[config.mk]
export PLATFORM = sky130hd
export DESIGN_NAME = fetch_unit
export DESIGN_NICKNAME = d
export VERILOG_FILES = /design/src/rtl/fetch_unit.sv
export SDC_FILE = /design/constraint.sdc
export NUM_CORES = 1
export LEC_CHECK = 0
export ABC_AREA = 1
export CAP_MARGIN = 40
export CORE_MARGIN = 2
export CORE_UTILIZATION = 25
export CTS_BUF_LIST = sky130_fd_sc_hd__clkbuf_4
export CTS_CLUSTER_SIZE = 28
export DETAILED_ROUTE_END_ITERATION = 16
export REMOVE_ABC_BUFFERS = 1
export SLEW_MARGIN = 20
export SYNTH_ARGS = -nofsm -noshare
export SYNTH_HDL_FRONTEND = slang
export SYNTH_SLANG_ARGS = --single-unit
[constraint.sdc]
create_clock -name CLK -period 1.9 [get_ports CLK]
set_input_delay 0.38 -clock CLK [delete_from_list [all_inputs] [get_ports CLK]]
set_output_delay 0.38 -clock CLK [all_outputs]
set_load 0.02 [all_outputs]
[src/rtl/fetch_unit.sv]
// Instruction fetch stage: owns the PC, tracks one-cycle imem latency, skid-buffers one response.
// Optional FETCH_MISALIGN_TRAP_EN: misaligned redirects present a single fault entry and halt fetch.
module fetch_unit #(
    parameter logic [31:0] RESET_PC = 32'h0000_0000
) (
    input  logic        CLK,
    input  logic        RST,
    output logic [31:0] imem_addr,
    input  logic [31:0] imem_instr,
    input  logic        redirect_valid,
    input  logic [31:0] redirect_pc,
    output logic        if_valid,
    input  logic        if_ready,
    output logic [31:0] if_pc,
    output logic [31:0] if_instr,
    output logic        if_misalign
);

    logic [31:0] pc_req_q, pc_req_d;
    logic        rsp_vld_q, rsp_vld_d;
    logic [31:0] rsp_pc_q, rsp_pc_d;
    logic        buf_vld_q, buf_vld_d;
    logic [31:0] buf_pc_q, buf_pc_d;
    logic [31:0] buf_instr_q, buf_instr_d;

    logic        pres_valid;
    logic [31:0] pres_pc;
    logic [31:0] pres_instr;
    logic        pres_misalign;
    logic        fire;
    logic        issue;
    logic        halt;
    logic [31:0] redir_pc;

`ifdef FETCH_MISALIGN_TRAP_EN
    typedef enum logic [1:0] {StRun, StArm, StShow, StHalt} trap_state_e;
    trap_state_e trap_q, trap_d;

    assign redir_pc = redirect_pc;
    assign halt     = (trap_q != StRun);

    always_comb begin
        trap_d = trap_q;
        if (redirect_valid) begin
            trap_d = (redirect_pc[1:0] != 2'b00) ? StArm : StRun;
        end else begin
            unique case (trap_q)
                StArm:   trap_d = StShow;
                StShow:  trap_d = fire ? StHalt : StShow;
                default: trap_d = trap_q;
            endcase
        end
    end

    always_ff @(posedge CLK) begin
        if (RST) trap_q <= StRun;
        else     trap_q <= trap_d;
    end
`else
    assign redir_pc = redirect_pc & ~32'h3;
    assign halt     = 1'b0;
`endif

    // Buffer has priority over the live memory response so ordering is preserved.
    always_comb begin
        pres_misalign = 1'b0;
        if (buf_vld_q) begin
            pres_valid = 1'b1;
            pres_pc    = buf_pc_q;
            pres_instr = buf_instr_q;
        end else begin
            pres_valid = rsp_vld_q;
            pres_pc    = rsp_pc_q;
            pres_instr = imem_instr;
        end
`ifdef FETCH_MISALIGN_TRAP_EN
        // Buffer and response are empty while trapping; pc_req still holds the bad target.
        if (trap_q == StShow) begin
            pres_valid    = 1'b1;
            pres_pc       = pc_req_q;
            pres_instr    = 32'h0;
            pres_misalign = 1'b1;
        end
`endif
    end

    assign imem_addr   = RST ? RESET_PC : pc_req_q;
    assign if_valid    = pres_valid & ~redirect_valid & ~RST;
    assign if_pc       = RST ? 32'h0 : pres_pc;
    assign if_instr    = RST ? 32'h0 : pres_instr;
    assign if_misalign = pres_misalign & ~RST;
    assign fire        = if_valid & if_ready;

    always_comb begin
        pc_req_d    = pc_req_q;
        rsp_vld_d   = 1'b0;
        rsp_pc_d    = rsp_pc_q;
        buf_vld_d   = buf_vld_q;
        buf_pc_d    = buf_pc_q;
        buf_instr_d = buf_instr_q;
        issue       = 1'b0;

        if (buf_vld_q) begin
            buf_vld_d = ~fire | rsp_vld_q;
            if (fire && rsp_vld_q) begin
                buf_pc_d    = rsp_pc_q;
                buf_instr_d = imem_instr;
            end
        end else begin
            buf_vld_d = rsp_vld_q & ~if_ready;
            if (rsp_vld_q && !if_ready) begin
                buf_pc_d    = rsp_pc_q;
                buf_instr_d = imem_instr;
            end
        end

        issue = ~buf_vld_d & ~halt;
        if (issue) begin
            rsp_vld_d = 1'b1;
            rsp_pc_d  = pc_req_q;
            pc_req_d  = pc_req_q + 32'd4;
        end

        if (redirect_valid) begin
            pc_req_d  = redir_pc;
            rsp_vld_d = 1'b0;
            buf_vld_d = 1'b0;
        end
    end

    always_ff @(posedge CLK) begin
        if (RST) begin
            pc_req_q    <= RESET_PC;
            rsp_vld_q   <= 1'b0;
            rsp_pc_q    <= 32'h0;
            buf_vld_q   <= 1'b0;
            buf_pc_q    <= 32'h0;
            buf_instr_q <= 32'h0;
        end else begin
            pc_req_q    <= pc_req_d;
            rsp_vld_q   <= rsp_vld_d;
            rsp_pc_q    <= rsp_pc_d;
            buf_vld_q   <= buf_vld_d;
            buf_pc_q    <= buf_pc_d;
            buf_instr_q <= buf_instr_d;
        end
    end

endmodule

==> reports/metrics.cfg, run 1 <==
[status]
status = finished, violations left
violations = negative setup slack

[global_routing]
antenna_found_initial = 0
grt_max_degree = 67
use_met3 = 0.0421
grt_pass1_wl_um = 32300
grt-ovfl-total = 0
grtUsageMet1 = 0.213
use_met2 = 0.255
grt_usage = 0.158
grt_busiest_layer = met2
grt_pass1_vias = 6188

[clocking]
cts_htree_levels = 4
cts_tree = done
clock-sinks = 124
root_buffer = clkbuf_4
clk_pin_slew_ns = 0.13
cts_made_buffers = 17
insertion_delay_ns = 0.55
cts.path.max_buffers = 2

[synthesis]
seq_area_frac_synth = 0.409
synth_warnings = 0
synth_common_cells = 169 x a21oi_1, 153 x o21ai_0, 124 x dfxtp_1
synth_compound_area_frac = 0.295
synth_top_family_by_area = compound AO/OA/AOI/OAI gates
synth_area_leader_cell = dfxtp_1
yosys.area_share.adder = 0.00206
synth_edf_count = 0
synth_simple_gate_area_share = 0.156
yosysTopAreaCellShare = 0.409
synth_cell_types = 29
synth_area_mm2 = 0.00607
syn_inst = 902
ys_ff_latch = 124
yosysMostFrequentCell = a21oi_1
synthXorXnorAreaFrac = 0.0159
avgSynthCellArea_um2 = 6.73
synthTopCellsByArea = dfxtp_1 41%, a21oi_1 14%, o21ai_0 13%
synthMuxAreaShare = 0
synth_ff_type = dfxtp_1
ys_async_sr_fraction = 0

[place]
port_buffers = 158
placed_area_mm2 = 0.00853
dp_slack_ns = -0.248
gp_congestion = 0.892
dp_hpwl_um = 14000

[pwr]
fin_total_pwr_mw = 6.24
ir_drop_mv = 0.360
p_leak_nw = 3.92
p_per_area_mw_per_mm2 = 662

[worst_setup_path]
cp-end-kind = primary output
worst-path-max-fanout = 8
cp_data_arrival_time_ns = 1.70
crit_type = reg2out
crit_path_start_kind = register
required_ns = 1.52
reg2reg_depth = 9

[die]
initial_core_util = 0.252
die_x_um = 160
die_h_um = 160
fp.coreArea_mm2 = 0.0241
die-area_mm2 = 0.0256
core.rowCount = 57
io_pins = 166

[layout]
final_core_util = 0.391
final_nets = 1179
fillers = 2589
area_growth_pct = 55.1
drive_above_1_share = 0.275
stdcell_area_mm2 = 0.00942
diodes = 0

[sta]
fin_crit_sh = 1.10
period_needed_ns = 2.08
rsz0062_at_grt = true
finClkSkew_ns = 0.0185
slew_headroom = 0.647
final-hold-violation-count = 0
tightest_slew_ns = 0.525
max_freq_ghz = 0.480
slew_viol_final = 0
layout_setup_ws_ns = -0.182
final-setup-viol-count = 62

[detailed_routing]
drtIter0Drc = 446
dr_total_vias = 6731
drt_wl_total_um = 21900
drt-vias-per-instance = 4.65
ant_nets = 0
wire_per_inst_um = 15.1
drc = 0
detail_route.first_pass.iterations = 7

[worst_hold_path]
min_path_type = in2reg
whs_path_depth = 3

[run]
max-cap-violations = 0

flip-flops by register name, indices dropped and copies added (netlist names):
| register | cells |
|---|---|
| rsp_pc_q | 30 |
| pc_req_q | 30 |
| buf_pc_q | 30 |
| rsp_vld_q | 1 |
| buf_vld_q | 1 |
| buf_instr_q | 32 |
path summary, 6_finish.rpt:
check	endpoint	slack [ns]	start
max	if_pc[13]	-0.18	buf_vld_q
min	buf_vld_q	0.31	RST
max reg2reg	buf_instr_q[12]	0.08	buf_vld_q
min reg2reg	buf_pc_q[2]	0.48	rsp_pc_q[2]
cell usage in the layout (no fill, tap or decap), types with 42 or more instances in the layout:
cell,Yosys,final
o21ai_0,153,98
buf_4,8,103
nor2_1,68,62
o21ai_1,26,53
nand2_1,99,98
inv_1,113,112
dfxtp_1,124,105
nand3_1,42,42
clkdlybuf4s50_1,0,64
a21oi_1,169,141
final cells by class:
class	instances	area [um2]	share of cell area
clock buffer	18	135	0.0143
clock inverter	14	173	0.0183
inverter	117	454	0.0482
multi-input combinational	599	3240	0.344
sequential	124	2510	0.266
tap	324	405	0.0430
timing repair buffer	251	2510	0.266
report_power, final:
| group | switching [mW] | internal (mW) |
|---|---|---|
| Sequential | 0.110 | 2.77 |
| Combinational | 0.728 | 0.611 |
| Clock | 1.10 | 0.925 |
| Total | 1.94 | 4.30 |
critical path, stage by stage (launching register included):
cell and delay (ns):
dfxtp_4 0.40, clkinv_8 0.10, buf_12 0.16, buf_16 0.15, o21ai_2 0.14, a21oi_2 0.05, buf_6 0.13
cells by family after synthesis:
group | Yosys count
DFF | 124
and+or+nand+nor | 227
xor gates and xnor gates | 11
AOI/OAI and AO/OA | 355
adders and majority gates | 1
other | 1
buffers and inverters | 183
timing repair:
item	4_1_cts	5_1_grt
buffers inserted	3	2
setup endpoints to repair	90	152
gates resized for setup	484	98
pin swaps	4	10
cloned	6	6
hold buffers	0	0
endpoints found under the hold margin	0	0
per-stage QoR:
stage / TNS, ns / hold WS, ns / std cells
3_5_place_dp: -27.40 / 0.457 / 1399
2_1_floorplan: -236.39 / 0.443 / 840
3_3_place_gp: -24.74 / 0.458 / 1399
5_1_grt: -12.96 / 0.282 / 1447
4_1_cts: -9.82 / 0.258 / 1440
6_report: -6.19 / 0.314 / 1447
routing by layer:
metal | part of all wire | routed length, um
met3 | 0.058 | 1260
met4 | 0.010 | 218
met1 | 0.47 | 10200
met5 | 0 | 0
met2 | 0.47 | 10200
Power figures use the tool's default switching activity.
==> run 2, diff against run 1 <==
--- a/config.mk
+++ b/config.mk
@@ -6,6 +6,7 @@
 export NUM_CORES = 1
 export LEC_CHECK = 0
 export ABC_AREA = 1
+export ABC_CLOCK_PERIOD_IN_PS = 1900
 export CAP_MARGIN = 40
 export CORE_MARGIN = 2
 export CORE_UTILIZATION = 25
==> results of run 2 <==
No change in the layout: final DEF, timing and power equal those of run 1.
==> run 3, diff against run 2 <==
==> constraint.sdc (replaced) <==
create_clock -name CLK -period 1.9 [get_ports CLK]
set_input_delay 0.285 -clock CLK [delete_from_list [all_inputs] [get_ports CLK]]
set_output_delay 0.285 -clock CLK [all_outputs]
set_load 0.02 [all_outputs]
==> run 3 against run 2 <==
Compared with the run above:
- the flow still finishes with violations (negative setup slack)
- cell area grew 1.9%
- power rose by 1.9%
- non-clock buffer count shrank 25
- largest power group unchanged
- clock power grew 4%
- critical path type unchanged
- sequential share of layout area is 0.65 points lower
- register-to-register slack got worse by 0.02 ns
- sequential cell count stayed put
- critical path depth is 1 lower
==> reports/metrics.cfg, run 3 (same netlist as run 1, synthesis figures left out) <==
[clocking]
cts_tree = done
cts.path.max_buffers = 2  ; unchanged
cts_htree_levels = 4  ; unchanged
cts_made_buffers = 17  ; unchanged
clk_pin_slew_ns = 0.12  ; about the same
clock-sinks = 124  ; unchanged
insertion_delay_ns = 0.53  ; -0.02 ns
root_buffer = clkbuf_4

[sta]
final-hold-violation-count = 0  ; unchanged
slew_viol_final = 0  ; unchanged
rsz0062_at_grt = true
holdWs_ns = 0.297  ; -0.0170 ns
period_needed_ns = 1.96  ; -0.121 ns
layout_setup_ws_ns = -0.0607  ; +0.121 ns
final-setup-viol-count = 53  ; -15%
finClkSkew_ns = 0.0170  ; -0.00153 ns
fin_crit_sh = 1.03  ; -0.0637
max_freq_ghz = 0.510  ; +6.2%

[detailed_routing]
wire_per_inst_um = 16.1  ; +6.6%
drtIter0Drc = 440  ; -1.3%
drc = 0  ; unchanged
drt-vias-per-instance = 4.69  ; +0.85%
drt_wl_total_um = 22900  ; +4.7%
ant_nets = 0  ; unchanged
detail_route.first_pass.iterations = 6  ; -1
dr_total_vias = 6671  ; -0.89%

[die]
die_x_um = 160  ; unchanged
fp.coreArea_mm2 = 0.0241  ; unchanged
initial_core_util = 0.252  ; unchanged
die_h_um = 160  ; unchanged
io_pins = 166  ; unchanged
core.rowCount = 57  ; unchanged
die-area_mm2 = 0.0256  ; unchanged

[place]
port_buffers = 158  ; unchanged
gp_congestion = 0.885  ; -0.78%
placed_area_mm2 = 0.00832  ; -2.5%
dp_hpwl_um = 13900  ; -0.90%

[status]
status = finished, violations left
violations = negative setup slack

[global_routing]
grt_max_degree = 67  ; unchanged
grt_pass1_vias = 5940  ; -4.0%
grt_pass1_wl_um = 30800  ; -4.6%
antenna_found_initial = 0  ; unchanged
grt-ovfl-total = 0  ; unchanged
grt_usage = 0.151  ; -0.00673

[layout]
final_nets = 1154  ; -2.1%
layout_common_cells = 122 x a21oi_1, 117 x dfxtp_1, 112 x inv_1
stdcell_area_mm2 = 0.00960  ; +1.9%
diodes = 0  ; unchanged
final_common_cell = a21oi_1
drive_above_1_share = 0.273  ; -0.00193
area_growth_pct = 58.0
largest_reg_flops = 32  ; unchanged
final_core_util = 0.398  ; +0.00737
regMostFlops = buf_instr_q

[worst_setup_path]
cp_common_cell = buf_4
crit_buf_inv = 4  ; unchanged
cp_data_arrival_time_ns = 1.68  ; -0.02 ns
crit_type = reg2out
slowest_delay_ns = 0.40  ; about the same
cp-end-kind = primary output
cp.depth = 5  ; -1
reg2reg_depth = 10  ; +1
crit_chain = clkinv_8, buf_4, buf_16, a21oi_1, buf_4
worst-path-max-fanout = 17  ; +9
critPathTopFamily = buffers and inverters
required_ns = 1.62  ; +0.10 ns
crit_path_start_kind = register
slowest_stage = dfxtp_4

[worst_hold_path]
whs_path_depth = 5  ; +2
min_path_type = in2reg

[pwr]
ir_drop_mv = 0.301  ; -16%
p_leak_nw = 3.96  ; +1.0%
fin_total_pwr_mw = 6.36  ; +1.9%
p_per_area_mw_per_mm2 = 663  ; about the same

[run]
max-cap-violations = 0  ; unchanged

run 3: layout make-up:
type / instances / area [um2]
clock inverter: 13 / 174
tap: 324 / 405
sequential: 124 / 2490
inverter: 117 / 454
clock buffer: 19 / 143
fill: 2547 / 14500
timing repair buffer: 226 / 2490
multi-input combinational: 599 / 3440
run 3: where the power goes:
part	internal [mW]	total, mW	leakage [nW]	switching [mW]
registers	2.76	2.88	1.02	0.120
logic	0.610	1.36	2.77	0.751
clock network	1.06	2.12	0.165	1.06
run 3: worst reg2reg max path: cells and delay by family (launching register included):
kind,cells,cell delay (ns)
AO/OA/AOI/OAI,3,0.45
buffers and inverters,5,0.77
flip-flops,1,0.40
AND/OR/NAND/NOR,2,0.15
run 3: worst paths after layout:
check	slack, ns	to	from
setup / recovery	-0.06	if_pc[9]	buf_vld_q
setup reg to reg	0.06	buf_instr_q[27]	buf_vld_q
hold / removal	0.30	buf_pc_q[16]	RST
hold reg to reg	0.48	buf_pc_q[29]	rsp_pc_q[29]
run 3: what timing repair did:
action                     CTS  global route
setup buffers                4             4
gates resized for setup    419           183
setup endpoints to repair   97            93
hold buffers                 0             0
cloned                       3            16
pin swaps                    2             3
run 3: per-layer routing:
layer,GRT usage,wire length [um],share of wire
met3,0.0356,1030,0.045
met4,0.0430,148,0.0065
met1,0.204,10800,0.47
met5,0,0,0
met2,0.242,11000,0.48
run 3: through the flow:
stage,instances,setup TNS [ns],worst slack (ns)
final,1422,-1.53,-0.0607
after detailed placement,1365,-1.24,-0.0687
after global routing,1422,-9.08,-0.198
after CTS,1403,-7.18,-0.264
after floorplan,840,-220.90,-1.77
after global placement,1365,-0.785,-0.0694
